==> src/rtl/dmem_arbiter_pkg.sv <==
// Shared definitions for the data-memory arbiter.
//   dw_t        : access width of a load/store (byte, half, word)
//   WORD_BYTES  : bytes per memory word
//   misaligned(): true when an access of the given width cannot start at
//                 the given byte offset within a word
package dmem_arbiter_pkg;

  typedef enum logic [1:0] {
    DB = 2'd0,
    DH = 2'd1,
    DW = 2'd2
  } dw_t;

  localparam int WORD_BYTES = 4;

  function automatic logic misaligned(input dw_t dw, input logic [1:0] a);
    logic bad;
    bad = 1'b0;
    case (dw)
      DH:      bad = a[0];
      DW:      bad = (a != 2'b00);
      default: bad = 1'b0;
    endcase
    return bad;
  endfunction

endpackage

==> src/rtl/dmem_lane_align.sv <==
// Combinational lane steering between the core and a 32-bit memory word.
// Ports:
//   st_dw_i, st_a_i, st_wdata_i : store width, byte offset, right-justified data
//   st_be_o, st_wdata_o         : byte enables and lane-replicated store word
//   ld_dw_i, ld_sign_i, ld_a_i  : load width, sign-extend flag, byte offset
//   ld_rdata_i                  : raw memory word
//   ld_data_o                   : aligned and extended load value
module dmem_lane_align
  import dmem_arbiter_pkg::*;
(
  input  dw_t         st_dw_i,
  input  logic [1:0]  st_a_i,
  input  logic [31:0] st_wdata_i,
  output logic [3:0]  st_be_o,
  output logic [31:0] st_wdata_o,
  input  dw_t         ld_dw_i,
  input  logic        ld_sign_i,
  input  logic [1:0]  ld_a_i,
  input  logic [31:0] ld_rdata_i,
  output logic [31:0] ld_data_o
);

  function automatic logic [31:0] ext8(input logic [7:0] v, input logic sgn);
    return {{24{sgn & v[7]}}, v};
  endfunction

  function automatic logic [31:0] ext16(input logic [15:0] v, input logic sgn);
    return {{16{sgn & v[15]}}, v};
  endfunction

  logic [31:0] lane;

  always_comb begin
    st_be_o    = 4'b1111;
    st_wdata_o = st_wdata_i;
    case (st_dw_i)
      DB: begin
        st_be_o    = 4'b0001 << st_a_i;
        st_wdata_o = {4{st_wdata_i[7:0]}};
      end
      DH: begin
        st_be_o    = 4'b0011 << st_a_i;
        st_wdata_o = {2{st_wdata_i[15:0]}};
      end
      default: begin
        st_be_o    = 4'b1111;
        st_wdata_o = st_wdata_i;
      end
    endcase
  end

  // The addressed byte/half is shifted down to bit 0 before extension.
  assign lane = ld_rdata_i >> {ld_a_i, 3'b000};

  always_comb begin
    ld_data_o = lane;
    case (ld_dw_i)
      DB:      ld_data_o = ext8(lane[7:0], ld_sign_i);
      DH:      ld_data_o = ext16(lane[15:0], ld_sign_i);
      default: ld_data_o = lane;
    endcase
  end

endmodule

==> src/rtl/dmem_arbiter.sv <==
// Shares one single-port synchronous data memory between instruction fetch
// (word reads only) and load/store. LS wins by default; IF is forced through
// after STARVE_MAX consecutive losses. Misaligned LS accesses are rejected
// with a one-cycle ls_err pulse and never touch memory.
// Ports:
//   clk, rst_n                       : clock, synchronous active-low reset
//   if_req/if_addr/if_gnt            : IF request handshake
//   if_rvalid/if_rdata               : IF read response (one cycle after grant)
//   ls_req/ls_we/ls_dw/ls_sign/
//   ls_addr/ls_wdata/ls_gnt          : LS request handshake
//   ls_rvalid/ls_rdata/ls_err        : LS completion / rejection
//   mem_en/mem_we/mem_be/mem_addr/
//   mem_wdata/mem_rdata              : memory port
module dmem_arbiter
  import dmem_arbiter_pkg::*;
#(
  parameter int ADDR_W     = 32,
  parameter int STARVE_MAX = 4
) (
  input  logic              clk,
  input  logic              rst_n,
  input  logic              if_req,
  input  logic [ADDR_W-1:0] if_addr,
  output logic              if_gnt,
  output logic              if_rvalid,
  output logic [31:0]       if_rdata,
  input  logic              ls_req,
  input  logic              ls_we,
  input  dw_t               ls_dw,
  input  logic              ls_sign,
  input  logic [ADDR_W-1:0] ls_addr,
  input  logic [31:0]       ls_wdata,
  output logic              ls_gnt,
  output logic              ls_rvalid,
  output logic [31:0]       ls_rdata,
  output logic              ls_err,
  output logic              mem_en,
  output logic              mem_we,
  output logic [3:0]        mem_be,
  output logic [ADDR_W-1:0] mem_addr,
  output logic [31:0]       mem_wdata,
  input  logic [31:0]       mem_rdata
);

  localparam logic [3:0] STARVE_LIM = 4'(STARVE_MAX);

  logic [3:0]        starve_cnt_q, starve_cnt_d;
  logic              ls_mis, if_forced, ls_wins;
  logic [ADDR_W-1:0] sel_addr;
  logic [3:0]        st_be;
  logic [31:0]       ld_data;

  // Response pipe: control fields reset, payload fields free-running.
  logic              rsp_vld_q, err_q;
  logic              rsp_ls_q, rsp_load_q, rsp_sign_q;
  dw_t               rsp_dw_q;
  logic [1:0]        rsp_a_q;

  assign ls_mis    = misaligned(ls_dw, ls_addr[1:0]);
  assign if_forced = if_req && (starve_cnt_q == STARVE_LIM);
  assign ls_wins   = ls_req && !if_forced;
  assign ls_gnt    = ls_wins && !ls_mis;
  // IF also takes the port when LS wins arbitration but is rejected.
  assign if_gnt    = if_req && !ls_gnt;

  assign mem_en    = if_gnt || ls_gnt;
  assign mem_we    = ls_gnt && ls_we;
  assign mem_be    = ls_gnt ? st_be : 4'b1111;
  assign sel_addr  = ls_gnt ? ls_addr : if_addr;
  assign mem_addr  = sel_addr & ~ADDR_W'(3);

  always_comb begin
    starve_cnt_d = 4'd0;
    if (if_req && !if_gnt)
      starve_cnt_d = (starve_cnt_q == STARVE_LIM) ? starve_cnt_q : starve_cnt_q + 4'd1;
  end

  dmem_lane_align u_align (
    .st_dw_i    (ls_dw),
    .st_a_i     (ls_addr[1:0]),
    .st_wdata_i (ls_wdata),
    .st_be_o    (st_be),
    .st_wdata_o (mem_wdata),
    .ld_dw_i    (rsp_dw_q),
    .ld_sign_i  (rsp_sign_q),
    .ld_a_i     (rsp_a_q),
    .ld_rdata_i (mem_rdata),
    .ld_data_o  (ld_data)
  );

  // ---- grant cycle -> response cycle ----
  always_ff @(posedge clk) begin
    if (!rst_n) begin
      starve_cnt_q <= 4'd0;
      rsp_vld_q    <= 1'b0;
      err_q        <= 1'b0;
    end else begin
      starve_cnt_q <= starve_cnt_d;
      rsp_vld_q    <= mem_en;
      err_q        <= ls_wins && ls_mis;
    end
  end

  always_ff @(posedge clk) begin
    rsp_ls_q   <= ls_gnt;
    rsp_load_q <= !ls_we;
    rsp_dw_q   <= ls_dw;
    rsp_sign_q <= ls_sign;
    rsp_a_q    <= ls_addr[1:0];
  end

  // A reset asserted while a response is in flight squashes it immediately.
  assign if_rvalid = rst_n && rsp_vld_q && !rsp_ls_q;
  assign if_rdata  = mem_rdata;
  assign ls_rvalid = rst_n && rsp_vld_q && rsp_ls_q;
  assign ls_rdata  = rsp_load_q ? ld_data : 32'd0;
  assign ls_err    = rst_n && err_q;

endmodule

==> config.mk <==
export PLATFORM = sky130hd
export DESIGN_NAME = dmem_arbiter
export DESIGN_NICKNAME = d
export VERILOG_FILES = /design/src/rtl/dmem_arbiter_pkg.sv /design/src/rtl/dmem_lane_align.sv /design/src/rtl/dmem_arbiter.sv
export SDC_FILE = /design/constraint.sdc
export NUM_CORES = 1
export LEC_CHECK = 0
export ABC_AREA = 0
export CORE_AREA = 2 2 106 108
export CTS_BUF_LIST = sky130_fd_sc_hd__clkbuf_4 sky130_fd_sc_hd__clkbuf_8
export DETAILED_ROUTE_END_ITERATION = 16
export DIE_AREA = 0 0 108 110
export PLACE_DENSITY = 0.68
export SYNTH_ARGS = -nofsm -noshare
export SYNTH_HDL_FRONTEND = slang
export SYNTH_SLANG_ARGS = --single-unit
==> constraint.sdc <==
create_clock -name clk -period 4.34 [get_ports clk]
set_clock_uncertainty 0.1 [all_clocks]
set_input_delay 1.085 -clock clk [delete_from_list [all_inputs] [get_ports clk]]
set_output_delay 1.085 -clock clk [all_outputs]
set_load 0.01 [all_outputs]
# --- Yosys cells after proc, flatten, opt, wreduce, memory -nomap -nowiden ---
# Cells that the tools add are included.
word_totals:
  inputBits: 136
  register_bits: 13
op_classes:
  bitwise: 2
  n_eq_ne: 4
  n_reduce_logical: 22
  mux: 7
  shifts: 3
  add_sub_neg: 1
ops:
  columns: ["cell", "count"]
  rows:
  - ["one-hot mux 32 bit (2 select lines)", 2]
  - ["two-way mux 32 bit", 2]
  - [">> shifter 32 x 5 -> 32 bit", 1]
  - ["logical AND 1 bit", 11]
  - ["one-hot mux 4 bit (2 select lines)", 1]
  - ["logical NOT 1 bit", 6]
  - ["adder 4 x 1 -> 4 bit, second input constant", 1]
  - ["== test 2 x 1 -> 1 bit, second input constant", 2]
  - ["== test 4 x 3 -> 1 bit, second input constant", 1]
  - ["logical NOT 2 bit", 2]
  - ["two-way mux 4 bit", 1]
  - ["left shift 1 x 2 -> 4 bit, first input constant", 1]
  - ["left shift 2 x 2 -> 4 bit, first input constant", 1]
  - ["bitwise AND 1 bit", 2]
  - ["== test 2 bit, second input constant", 1]
  - ["one-hot mux 1 bit (2 select lines)", 1]
  - ["AND reduction 2 bit", 1]
  - ["nonzero test 2 bit", 1]
  - ["logical OR 1 bit", 1]

# --- Depth between registers and ports, before layout ---
# Gate-level depths: netlist of the first run.
logic_depth:
  depth_word: 10
  depth_mapped: 9
  ltp_nobuf: 6

# --- Cells and area by module ---
# A second synthesis of the first run with hierarchy kept.
hier_totals:
  cells_unflattened: 326
  hier_area_um2: 2726.4
by_module_without_submodules:
  columns: ["module", "cells_each", "instances", "area_each_um2"]
  rows:
  - ["dmem_arbiter", 158, 1, 1456.4]
  - ["dmem_lane_align", 168, 1, 1270.0]

# --- Least setup slack after synthesis of the first run ---
# Ideal clock, no wire load.
synth_timing:
  path_kind: "input port to output port"
  from: "input port ls_dw[1]"
  to: "output port mem_addr[28]"
  path_buffers: 3
  arrival_ns: 2.984
  path_stages: 9
  setup_slack_ns: 0.171
  path_cell_list: "clkbuf_1 > inv_1 > ha_1 > clkbuf_1 > o211ai_1 > nand3_1 > nor2_4 > buf_2 > mux2_1"
synth_via:
  elab_chain_len: 5
synth_lines:
  columns: ["item", "line_no", "rtl"]
  rows:
  - ["start: declaration", "dmem_arbiter.sv:29", "input dw_t ls_dw,"]
  - ["== test 2 bit / == test 2 x 1 -> 1 bit (equally long branches)", "dmem_arbiter_pkg.sv:19", "case (dw)"]
  - ["one-hot mux 1 bit (2 select lines) (*)", "dmem_arbiter_pkg.sv:19", null]
  - ["logical NOT 1 bit (*)", "dmem_arbiter.sv:62", "assign ls_gnt = ls_wins && !ls_mis;"]
  - ["logical AND 1 bit (*)", "dmem_arbiter.sv:62", null]
  - ["via ls_gnt", "dmem_arbiter.sv:33", "output logic ls_gnt,"]
  - ["two-way mux 32 bit (*)", "dmem_arbiter.sv:69", "assign sel_addr = ls_gnt ? ls_addr : if_addr;"]
  - ["end: declaration", "dmem_arbiter.sv:40", "output logic [ADDR_W-1:0] mem_addr,"]
# The timed path passes the listed nets; every way through them passes the cells marked *.

# --- Worst setup path after layout of the first run ---
layout_timing:
  from: "input port mem_rdata[15]"
  to: "output port ls_rdata[20]"
layout_via:
  elab_chain_len: 4
layout_lines:
  columns: ["item", "line_no", "rtl"]
  rows:
  - ["start: declaration", "dmem_arbiter.sv:42", "input logic [31:0] mem_rdata"]
  - [">> shifter 32 x 5 -> 32 bit (*)", "dmem_lane_align.sv:53", "assign lane = ld_rdata_i >> {ld_a_i, 3'b000};"]
  - ["bitwise AND 1 bit (on tied branches)", "dmem_lane_align.sv:28, dmem_lane_align.sv:24", null]
  - ["one-hot mux 32 bit (2 select lines) (*)", "dmem_lane_align.sv:57", "case (ld_dw_i)"]
  - ["two-way mux 32 bit (*)", "dmem_arbiter.sv:116", "assign ls_rdata = rsp_load_q ? ld_data : 32'd0;"]
  - ["end: declaration", "dmem_arbiter.sv:35", "output logic [31:0] ls_rdata,"]
# Mark *: on every way between the ends. The rest lies on a longest branch, timed or not.

==> metrics.log, run 1 <==
[metrics] wire length of the first global-routing pass: roughly 17000 um
[metrics] level count of the clock H-tree: 1
[metrics] total inserted antenna cells: 0
[metrics] Filler Cells Inserted: 1047
[metrics] Internal Pwr Total: approximately 0.54 mW
[metrics] worst path arrival time: 3.12 ns
[metrics] setup violators final: 0
[metrics] Worst Setup SP: mem_rdata[15]
[metrics] Port Buffers: 270
[metrics] Max Used Layer: met4
[metrics] worst IR drop on VDD: 0.08163 mV
[metrics] top fanout value on the critical path: 16
[metrics] sequential share of power: 0.162
[metrics] flip-flop and latch count after synthesis: 13
[metrics] Post-synth EDFFs: 0
[metrics] achievable clock frequency: 232.1 MHz
[metrics] Fin Hold WS: 0.3827 ns
[metrics] slew at the pin closest to its max-slew limit: around 0.64 ns
[metrics] count of unresolved DRC violations after routing: 0
[metrics] Placer Congestion: 0.9213
[metrics] total power consumption of the routed design: 0.7973 mW
[metrics] total of max-cap violations: 0
[metrics] kind of end point of the critical path: output pin
[metrics] area of the multi-input gates: roughly 0.0017 mm2
[metrics] Die Y: 110 um
[metrics] DR WL met2: 6346 um
[metrics] result of the run: complete, no violations
[metrics] commonest cells after routing, fill and taps aside: clkdlybuf4s50_1, nand2_1, mux2_2
[metrics] CTS tree: yes
[metrics] post-DP HPWL: 9917 um
[metrics] synthesized cell area: between 0.002 and 0.0025 mm2
[metrics] critical hold path startpoint: starve_cnt_q[0]
[metrics] die footprint: 0.01188 mm2
[metrics] power density of the placed cells: 154.7 mW/mm2
[metrics] post-route fraction of the period consumed by the critical path: 0.9928
[metrics] warning count from the yosys run: 0
[metrics] total congestion overflow: 0
[metrics] wirelength, routed: 11770 um
[metrics] net switching share of the total power: 0.3262
[metrics] Placeable Area: 0.01070 mm2
[metrics] number of routed nets with antenna violations: 0
[metrics] startpoint types: primary input
[metrics] DR WL/cell: between 15 and 20 um
[metrics] total leakage power: around 2.3 nW
[metrics] total routing resource utilization after global routing: 0.1846
[metrics] DR iter-0 viols: 115
[metrics] met3 wire length: 1122 um
[metrics] type of the setup path with the least slack: primary input to output pin
[metrics] register cell area after layout: 260.3 um2
[metrics] number of vias after detailed routing: ~3200
[metrics] ys async rst share: 0
[metrics] clock net sink count: 13
[metrics] clk buf depth: 2
[metrics] latest clock arrival within the worst-skew pair: 0.24 ns
[metrics] net load switching power: 0.2601 mW
[metrics] Pre-antenna DRT Iters: 4
[metrics] commonest non-fill, non-tap cell in the layout: clkdlybuf4s50_1
[metrics] vias in the first global route: 3245
[metrics] worst flop-to-flop path startpoint: starve_cnt_q[0]
[metrics] combinational group share of total power: 0.698
[metrics] setup repair after global routing missed its margin: true
[metrics] per-cell via count in the routed design: 4.558
[metrics] antenna violations before repair: 0
[metrics] share of layout cells above drive strength 1: 0.1769
[metrics] maximum number of pins on one net before global-route repair: 21
[metrics] clock root buffer: clkbuf_8
[metrics] number of slew-limit violations in the final report: 0
[metrics] Tightest Hold Check Type: flop to flop
[metrics] share of synthesized area occupied by flip-flops and latches: 0.1111
[metrics] post-synthesis instance total: 311
[metrics] number of rows created at floorplan: 38
[metrics] clock slew at the register clock pins of the worst setup and hold paths: 0.05 ns
[metrics] # hold bufs at CTS: 0
[metrics] fin nets: 696
[metrics] DIE WIDTH: 108 um
[metrics] length of routed wiring on met1: between 3000 and 4000 um
[metrics] leading register cell type out of synthesis: dfxtp_1
[metrics] Synth Area per Inst: 7.535 um2
[metrics] area growth from synthesis to layout: 119.9%
[metrics] number of distinct library cell variants in the gate-level netlist after synthesis: 39
[metrics] share of power burned in the clock network: 0.140
[metrics] IO Count: between 200 and 300
[metrics] data required time of the worst path: ~3.2 ns
[metrics] cts bufs inserted: 3
[metrics] remaining max-slew budget at the tightest pin: 0.5732
[metrics] effective utilization at floorplan: 0.2191
[metrics] Final Hold Vio Count: 0
[metrics] minimum clock period after layout: 4.309 ns
[power by group through the flow]
stage	Clock, mW	Sequential [mW]	Combinational, mW
after global placement	0	0.132	0.561
after floorplan	0	0.130	0.225
after CTS	0.115	0.130	0.562
final	0.111	0.130	0.556
after global routing	0.122	0.130	0.593
after detailed placement	0	0.132	0.565
[cell type report]
| class | instances | share of cell area |
|---|---|---|
| Inverter | 7 | 0.005100 |
| Sequential cell | 13 | 0.05051 |
| Clock buffer | 4 | 0.009471 |
| Multi-Input combinational cell | 229 | 0.3220 |
| Timing Repair Buffer | 301 | 0.5789 |
| Tap cell | 140 | 0.03400 |
[cells in the mapped netlist (all sizes together) (2+ instances only)]
| cell | count | area (um2) |
|---|---|---|
| nand2 | 61 | 229.0 |
| mux2 | 55 | 623.1 |
| buf | 52 | 380.4 |
| a21oi | 19 | 95.09 |
| nor2 | 17 | 71.32 |
| dfxtp | 13 | 260.3 |
| clkbuf | 11 | 41.29 |
| a22o | 8 | 70.07 |
| a22oi | 8 | 60.06 |
| inv | 7 | 26.28 |
| mux2i | 7 | 70.07 |
| o211a | 7 | 70.07 |
| nand2b | 6 | 37.54 |
| ha | 5 | 62.56 |
| nand3 | 4 | 20.02 |
| nor3 | 4 | 20.02 |
| and2 | 3 | 18.77 |
| nor2b | 3 | 18.77 |
| o211ai | 3 | 22.52 |
| and3 | 2 | 12.51 |
| o2111ai | 2 | 17.52 |
| o21ai | 2 | 10.01 |
| or2 | 2 | 12.51 |
[sequential cells by signal, summed over array words and instances, names as in the netlist]
name / cells
starve_cnt_q: 4
rsp_sign_q: 1
rsp_vld_q: 1
rsp_ls_q: 1
rsp_dw_q: 2
rsp_a_q: 2
err_q: 1
rsp_load_q: 1
[critical path, cell delays in order]
cell and delay [ns]:
clkdlybuf4s50_1 0.52, mux2_4 0.18, a21oi_1 0.04, or4_1 0.52
buf_6 0.18, nand2_1 0.06, clkdlybuf4s50_1 0.53
[logic make-up after synthesis]
family / after synthesis / share of synthesized area
mux: 63 / 0.3054
buf+inv: 70 / 0.1911
xor+xnor: 1 / 0.003738
simple gates: 106 / 0.2018
flops: 13 / 0.1111
fa+ha+maj: 5 / 0.02670
compound gates: 52 / 0.1586
other cells: 1 / 0.001600
[stage by stage]
| stage | setup WS [ns] | instances | TNS, ns | utilization | instance area, um2 |
|---|---|---|---|---|---|
| detailed placement | -0.3710 | 684 | -12.54 | 0.4689 | 5016 |
| floorplan | 0.1714 | 312 | 0 | - | 2347 |
| finish | 0.03112 | 694 | 0 | 0.4816 | 5152 |
| global route | -0.04956 | 694 | -0.09456 | 0.4816 | 5152 |
| CTS | 0.001879 | 694 | 0 | 0.4792 | 5126 |
| global placement | -0.3421 | 684 | -11.28 | 0.4689 | 5016 |
[routing by layer]
layer  global-route usage  up-vias
met4              0.07692        0
met2               0.3738      183
met5                    0        -
li1                     -     1528
met1               0.1758     1436
met3              0.04527       16
[path summary, 6_finish.rpt]
check,to,slack [ns],cells after the start
setup / recovery,ls_rdata[20],0.03,7
hold reg to reg,starve_cnt_q[0],0.38,1
setup reg to reg,rsp_ls_q,2.80,6
hold / removal,starve_cnt_q[0],0.38,1
[repair_timing]
item,in CTS,in global routing
setup buffers,5,0
setup endpoints to repair,59,41
gates cloned,1,0
gates resized for setup,49,14
pin swaps,3,3
No activity file was read; power rests on OpenSTA's default activity.
==> run 2, diff against run 1 <==
CORE_AREA = 5 5 104 106   (was 2 2 106 108)
DIE_AREA = 0 0 109 111   (was 0 0 108 110)
PLACE_DENSITY = 0.74   (was 0.68)
==> run 2 against run 1 <==
  * Register-to-register slack better by 0.03 ns
  * Die area up 1.8%
  * Final cell count down 0.72%
  * Clock power about the same
  * Fmax up 1.2%
  * Critical endpoint is now mem_addr[2]
  * Core utilization up 5.1 points
  * Critical path depth up 3
  * Critical path type unchanged
  * Non-clock buffer count up 2
  * Setup slack better by 0.053 ns
  * Sequential share of layout area about the same
==> metrics.log, run 2 (synthesized netlist as in run 1, its figures left out) <==
[metrics] cts bufs inserted: 3
[metrics] data required time of the worst path: 3.15 ns
[metrics] achievable clock frequency: 235.0 MHz
[metrics] maximum number of pins on one net before global-route repair: 25
[metrics] worst-path cell with the longest stage delay: mux2_2
[metrics] slew at the pin closest to its max-slew limit: 0.6889 ns
[metrics] Placer Congestion: 0.8914
[metrics] fin nets: 698
[metrics] cell type with the highest occurrence count on the critical path: buf_4
[metrics] Top Usage Layer GRT: met2
[metrics] Tightest Hold Check Type: flop to flop
[metrics] Die Y: 111 um
[metrics] total of max-cap violations: 0
[metrics] worst path arrival time: between 3 and 4 ns
[metrics] worst IR drop on VDD: 0.09752 mV
[metrics] share of layout cells above drive strength 1: 0.1817
[metrics] result of the run: complete, no violations
[metrics] number of slew-limit violations in the final report: 0
[metrics] vias in the first global route: ~3400
[metrics] CTS tree: yes
[metrics] power density of the placed cells: 154.2 mW/mm2
[metrics] latest clock arrival within the worst-skew pair: 0.23 ns
[metrics] FF-to-FF setup slack: 2.83 ns
[metrics] remaining max-slew budget at the tightest pin: 0.5398
[metrics] DIE WIDTH: around 110 um
[metrics] total congestion overflow: 0
[metrics] post-route fraction of the period consumed by the critical path: 0.9806
[metrics] IO Count: 275
[metrics] cell count after placement: between 600 and 700
[metrics] post-DP HPWL: approximately 11000 um
[metrics] area growth from synthesis to layout: 120.2%
[metrics] top fanout value on the critical path: 7
[metrics] number of routed nets with antenna violations: 0
[metrics] largest stage delay on the critical path: 0.34 ns
[metrics] count of unresolved DRC violations after routing: 0
[metrics] # hold bufs at CTS: 0
[metrics] clock slew at the register clock pins of the worst setup and hold paths: 0.05 ns
[metrics] wire length of the first global-routing pass: 18760 um
[metrics] max FFs per register: 4
[metrics] total routing resource utilization after global routing: 0.2008
[metrics] Filler Cells Inserted: roughly 900
[metrics] wirelength, routed: around 13000 um
[metrics] level count of the clock H-tree: 1
[metrics] clk buf depth: 2
[metrics] Biggest register: starve_cnt_q
[metrics] clock net sink count: 13
[metrics] commonest cells after routing, fill and taps aside: clkdlybuf4s50_1, nand2_1, mux2_2
[metrics] total leakage power: approximately 2.5 nW
[metrics] fraction of met1 tracks used by global routing: 0.1784
[metrics] number of rows created at floorplan: 36
[metrics] type of the setup path with the least slack: primary input to output pin
[metrics] clock root buffer: clkbuf_8
[metrics] met3 usage in global routing: 0.07164
[metrics] minimum clock period after layout: between 4 and 5 ns
[metrics] Final Instance Count excl. Fillers: 689
[metrics] total power consumption of the routed design: around 0.8 mW
[metrics] DR WL/cell: 18.60 um
[metrics] Pre-antenna DRT Iters: 4
[metrics] Final Hold Vio Count: 0
[metrics] number of vias after detailed routing: 3177
[metrics] total inserted antenna cells: 0
[metrics] die footprint: 0.01210 mm2
[metrics] setup repair after global routing missed its margin: false
[metrics] cell-by-cell trace of the critical path: dlygate4sd2_1 -> buf_4 -> ha_2 -> o211ai_1 -> nand3_2 -> nor2_4 -> buf_4 -> buf_4 -> mux2_2 -> clkdlybuf4s15_1
[metrics] DR iter-0 viols: 152
[metrics] per-cell via count in the routed design: 4.611
[metrics] startpoint types: primary input
[metrics] effective utilization at floorplan: 0.2420
[metrics] Port Buffers: 270
[metrics] kind of end point of the critical path: output pin
[metrics] antenna violations before repair: 1
[metrics] setup violators final: 0
[metrics] Placeable Area: ~0.0097 mm2
[metrics] met2 Track Usage GR: 0.4070
[metrics] registers with the most flip-flops: starve_cnt_q x4, rsp_a_q x2, rsp_dw_q x2
[metrics] commonest non-fill, non-tap cell in the layout: clkdlybuf4s50_1
-- run 2: cell types whose count changed in the layout (fill, tap and decap cells not counted) --
cell             delta
dlymetal6s2s_1     +12
clkdlybuf4s50_1    -10
buf_4               +4
buf_12              -2
clkdlybuf4s15_1     -2
clkbuf_2            +1
dlygate4sd2_1       -1
-- run 2: layer usage --
| metal | routed length (um) | up-vias |
|---|---|---|
| met2 | 7147 | 177 |
| li1 | - | 1536 |
| met5 | 13 | - |
| met1 | 3947 | 1446 |
| met4 | 289 | 2 |
| met3 | 1417 | 16 |
-- run 2: cell type report --
| type | count | area (um2) | area share |
|---|---|---|---|
| Sequential cell | 13 | 260.3 | 0.05044 |
| Multi-Input combinational cell | 229 | 1659 | 0.3215 |
| Inverter | 7 | 26.28 | 0.005092 |
| Clock buffer | 4 | 48.80 | 0.009457 |
| Tap cell | 133 | 166.4 | 0.03225 |
| Timing Repair Buffer | 303 | 2999 | 0.5812 |
-- run 2: critical path: cells and delay by family --
family          cells  cell delay [ns]
compound gates      1             0.19
mux                 1             0.34
fa+ha+maj           1             0.19
buf+inv             5             0.98
simple gates        2             0.28
-- run 2: stage by stage --
| stage | area [um2] | worst slack, ns | hold WS, ns | setup TNS, ns | util |
|---|---|---|---|---|---|
| global placement | 5017 | -0.3133 | 0.3390 | -10.47 | 0.5181 |
| CTS | 5114 | 0.0002840 | 0.3642 | 0 | 0.5280 |
| global route | 5160 | 0.001396 | 0.3907 | 0 | 0.5328 |
| detailed placement | 5017 | -0.3717 | 0.3504 | -12.63 | 0.5181 |
| floorplan | 2347 | 0.1714 | 0.3297 | 0 | - |
| finish | 5160 | 0.08413 | 0.3621 | 0 | 0.5328 |
-- run 2: report_power, final --
part / switching [mW] / total [mW] / internal [mW]
Clock: 0.0404 / 0.111 / 0.0709
Combinational: 0.219 / 0.556 / 0.337
Sequential: 0.00334 / 0.128 / 0.125
-- run 2: final timing paths --
kind,cells past startpoint,start,end
hold / removal,1,starve_cnt_q[0],starve_cnt_q[0]
setup reg to reg,6,starve_cnt_q[0],rsp_ls_q
hold reg to reg,1,starve_cnt_q[0],starve_cnt_q[0]
setup / recovery,10,ls_dw[1],mem_addr[2]
-- run 2: repair_timing --
action / in CTS / in global routing
pin swaps: 3 / 3
gates resized for setup: 52 / 21
setup buffers: 4 / 0
setup endpoints to repair: 60 / 53
gates cloned: 1 / 0
==> RTL change, RTL diff (flow settings as in run 2) <==
One comparison of `starve_cnt_q` changes from == to >=.
--- a/src/rtl/dmem_arbiter.sv
+++ b/src/rtl/dmem_arbiter.sv
@@ -59,3 +59,3 @@
   assign ls_mis    = misaligned(ls_dw, ls_addr[1:0]);
-  assign if_forced = if_req && (starve_cnt_q == STARVE_LIM);
+  assign if_forced = if_req && (starve_cnt_q >= STARVE_LIM);
   assign ls_wins   = ls_req && !if_forced;
Formal check against the unedited RTL: same outputs for any inputs over 10 cycles, from zero or initial values and one cycle with rst_n low; that may be too few to reach the edited logic, so the function may still have changed.
==> RTL change against run 2 <==
  * Design area down 2.4%
  * Sequential cell count did not move
  * Die area unchanged
  * Power down 2.8%
  * Area after synthesis decreased by 1.5%
  * Setup slack worse by 11 ps
  * Critical path depth decreased by 3
  * Utilization down 1.3 points
  * Routed wire length is 8.6% lower
  * Worst hold slack gained 85 ps
  * Largest power group unchanged
==> RTL change: results (changes against run 2) <==
| Metric | Value |
|---|---|
| Clock group share of total power | `14.5% (+0.5 points)` |
| Met3 Routed Length | `1404 um (-0.92%)` |
| Top Layer Used | `met4` |
| Non-clock buffer share of cell area | `57.50% (-0.62 points)` |
| First-pass GRT wire length | `17350 um (-7.5%)` |
| CP max stage delay | `530 ps (+190 ps)` |
| Multi-input gate share of total cell area | `32.54% (+0.39 points)` |
| Met2 usage | `35.83% (-4.9 points)` |
| Comb group | `530 uW (-4.7%)` |
| Proportion of synthesized area in mux cells | `31.94% (+1.4 points)` |
| CP top delay family | `buffers and inverters` |
| Clock buf count | `4 (unchanged)` |
| Met1 Wirelength | `3678 um (-6.8%)` |
| Area share of xor/xnor cells in the synthesized design | `0.3796% (+0.0059 points)` |
| GR Layer Usage met1 | `16.03% (-1.8 points)` |
| GRT met3 Usage | `6.232% (-0.93 points)` |
| Layout fillers | `942 (+4.6%)` |
| NumNets Final | `692 (-0.86%)` |
| Max clock buf depth | `2 (unchanged)` |
| Gpl congestion | `0.8659 (-2.9%)` |
| Post-Synth Adder-Cell Area | `2.711% (+0.042 points)` |
| Outcome | `finished clean` |
| Peak supply drop | `0.00007508 V (-23%)` |
| Leakage | `0.002416 uW (-3.4%)` |
| Worst slew margin | `60.75% (+6.8 points)` |
| Layout clock area frac | `0.9687% (+0.023 points)` |
| Sequential share of the synthesized area | `11.28% (+0.17 points)` |
| Initial antenna violation count | `0 (-1)` |
| Initial drt markers | `96 (-37%)` |
| DR vias/cell | `4.561 (-1.1%)` |
| CP Launch Point | `mem_rdata[23]` |
| Routed via count | `3115 (-2.0%)` |
| Most area-consuming cells after synthesis | `mux2_2 (27%), buf_4 (14%), dfxtp_1 (11%)` |
| Avg Inst Size Synth | `7.515 um2 (-0.27%)` |
| GRT Overall Usage | `18.03% (-2.1 points)` |
| HPWL after DPL | `10320 um (-7.1%)` |
| Reg2Reg Setup Slack | `2890 ps (+60 ps)` |
| Share of layout cells above drive strength 1 | `19.64% (+1.5 points)` |
| Critical path peak fanout | `6 (-1)` |
| Avg WL per Cell | `17.15 um (-7.8%)` |
| Worst Hold End | `starve_cnt_q[1]` |
| Worst r2r src | `starve_cnt_q[3]` |
| Placed cell count | `672 (-1.2%)` |
| Sw Share | `32.83% (-0.22 points)` |
| Plain + repair buffers | `300 (-0.99%)` |
| Largest net degree at the start of global routing | `30 (+20%)` |
| Vias in the first global route | `3299 (-3.8%)` |
| Multi-In Gates | `226 (-1.3%)` |
| Worst Hold Depth | `2 (+1)` |
| Critical Path End | `ls_rdata[19]` |
| Routed met2 length | `6178 um (-14%)` |
| Synth cell types | `36 (-7.7%)` |
-- RTL change: repair_timing --
action                     4_1_cts  5_1_grt
gates resized for setup         50       45
setup endpoints to repair       59       58
setup buffers                    2        4
gates cloned                     1        0
pin swaps                        0        2
-- RTL change: per-stage QoR --
stage	instance area (um2)	power, uW	worst slack (ps)	util, %	hold WS (ps)
after floorplan	2315	351.7	471.3	-	387.1
after detailed placement	4952	686.0	-180.7	51.14	446.0
after global routing	5037	823.6	-0.5289	52.02	502.9
final	5037	773.3	73.39	52.02	447.2
after global placement	4952	681.2	-157.6	51.14	405.0
after CTS	4982	781.1	0.6055	51.45	458.5
-- RTL change: worst register-to-register path: cells and delay by family (launching register included) --
kind                   cells  cell delay, ps
buffers and inverters      4             530
flip-flops                 1             310
AO/OA/AOI/OAI              1             300
AND/OR/NAND/NOR            1             160
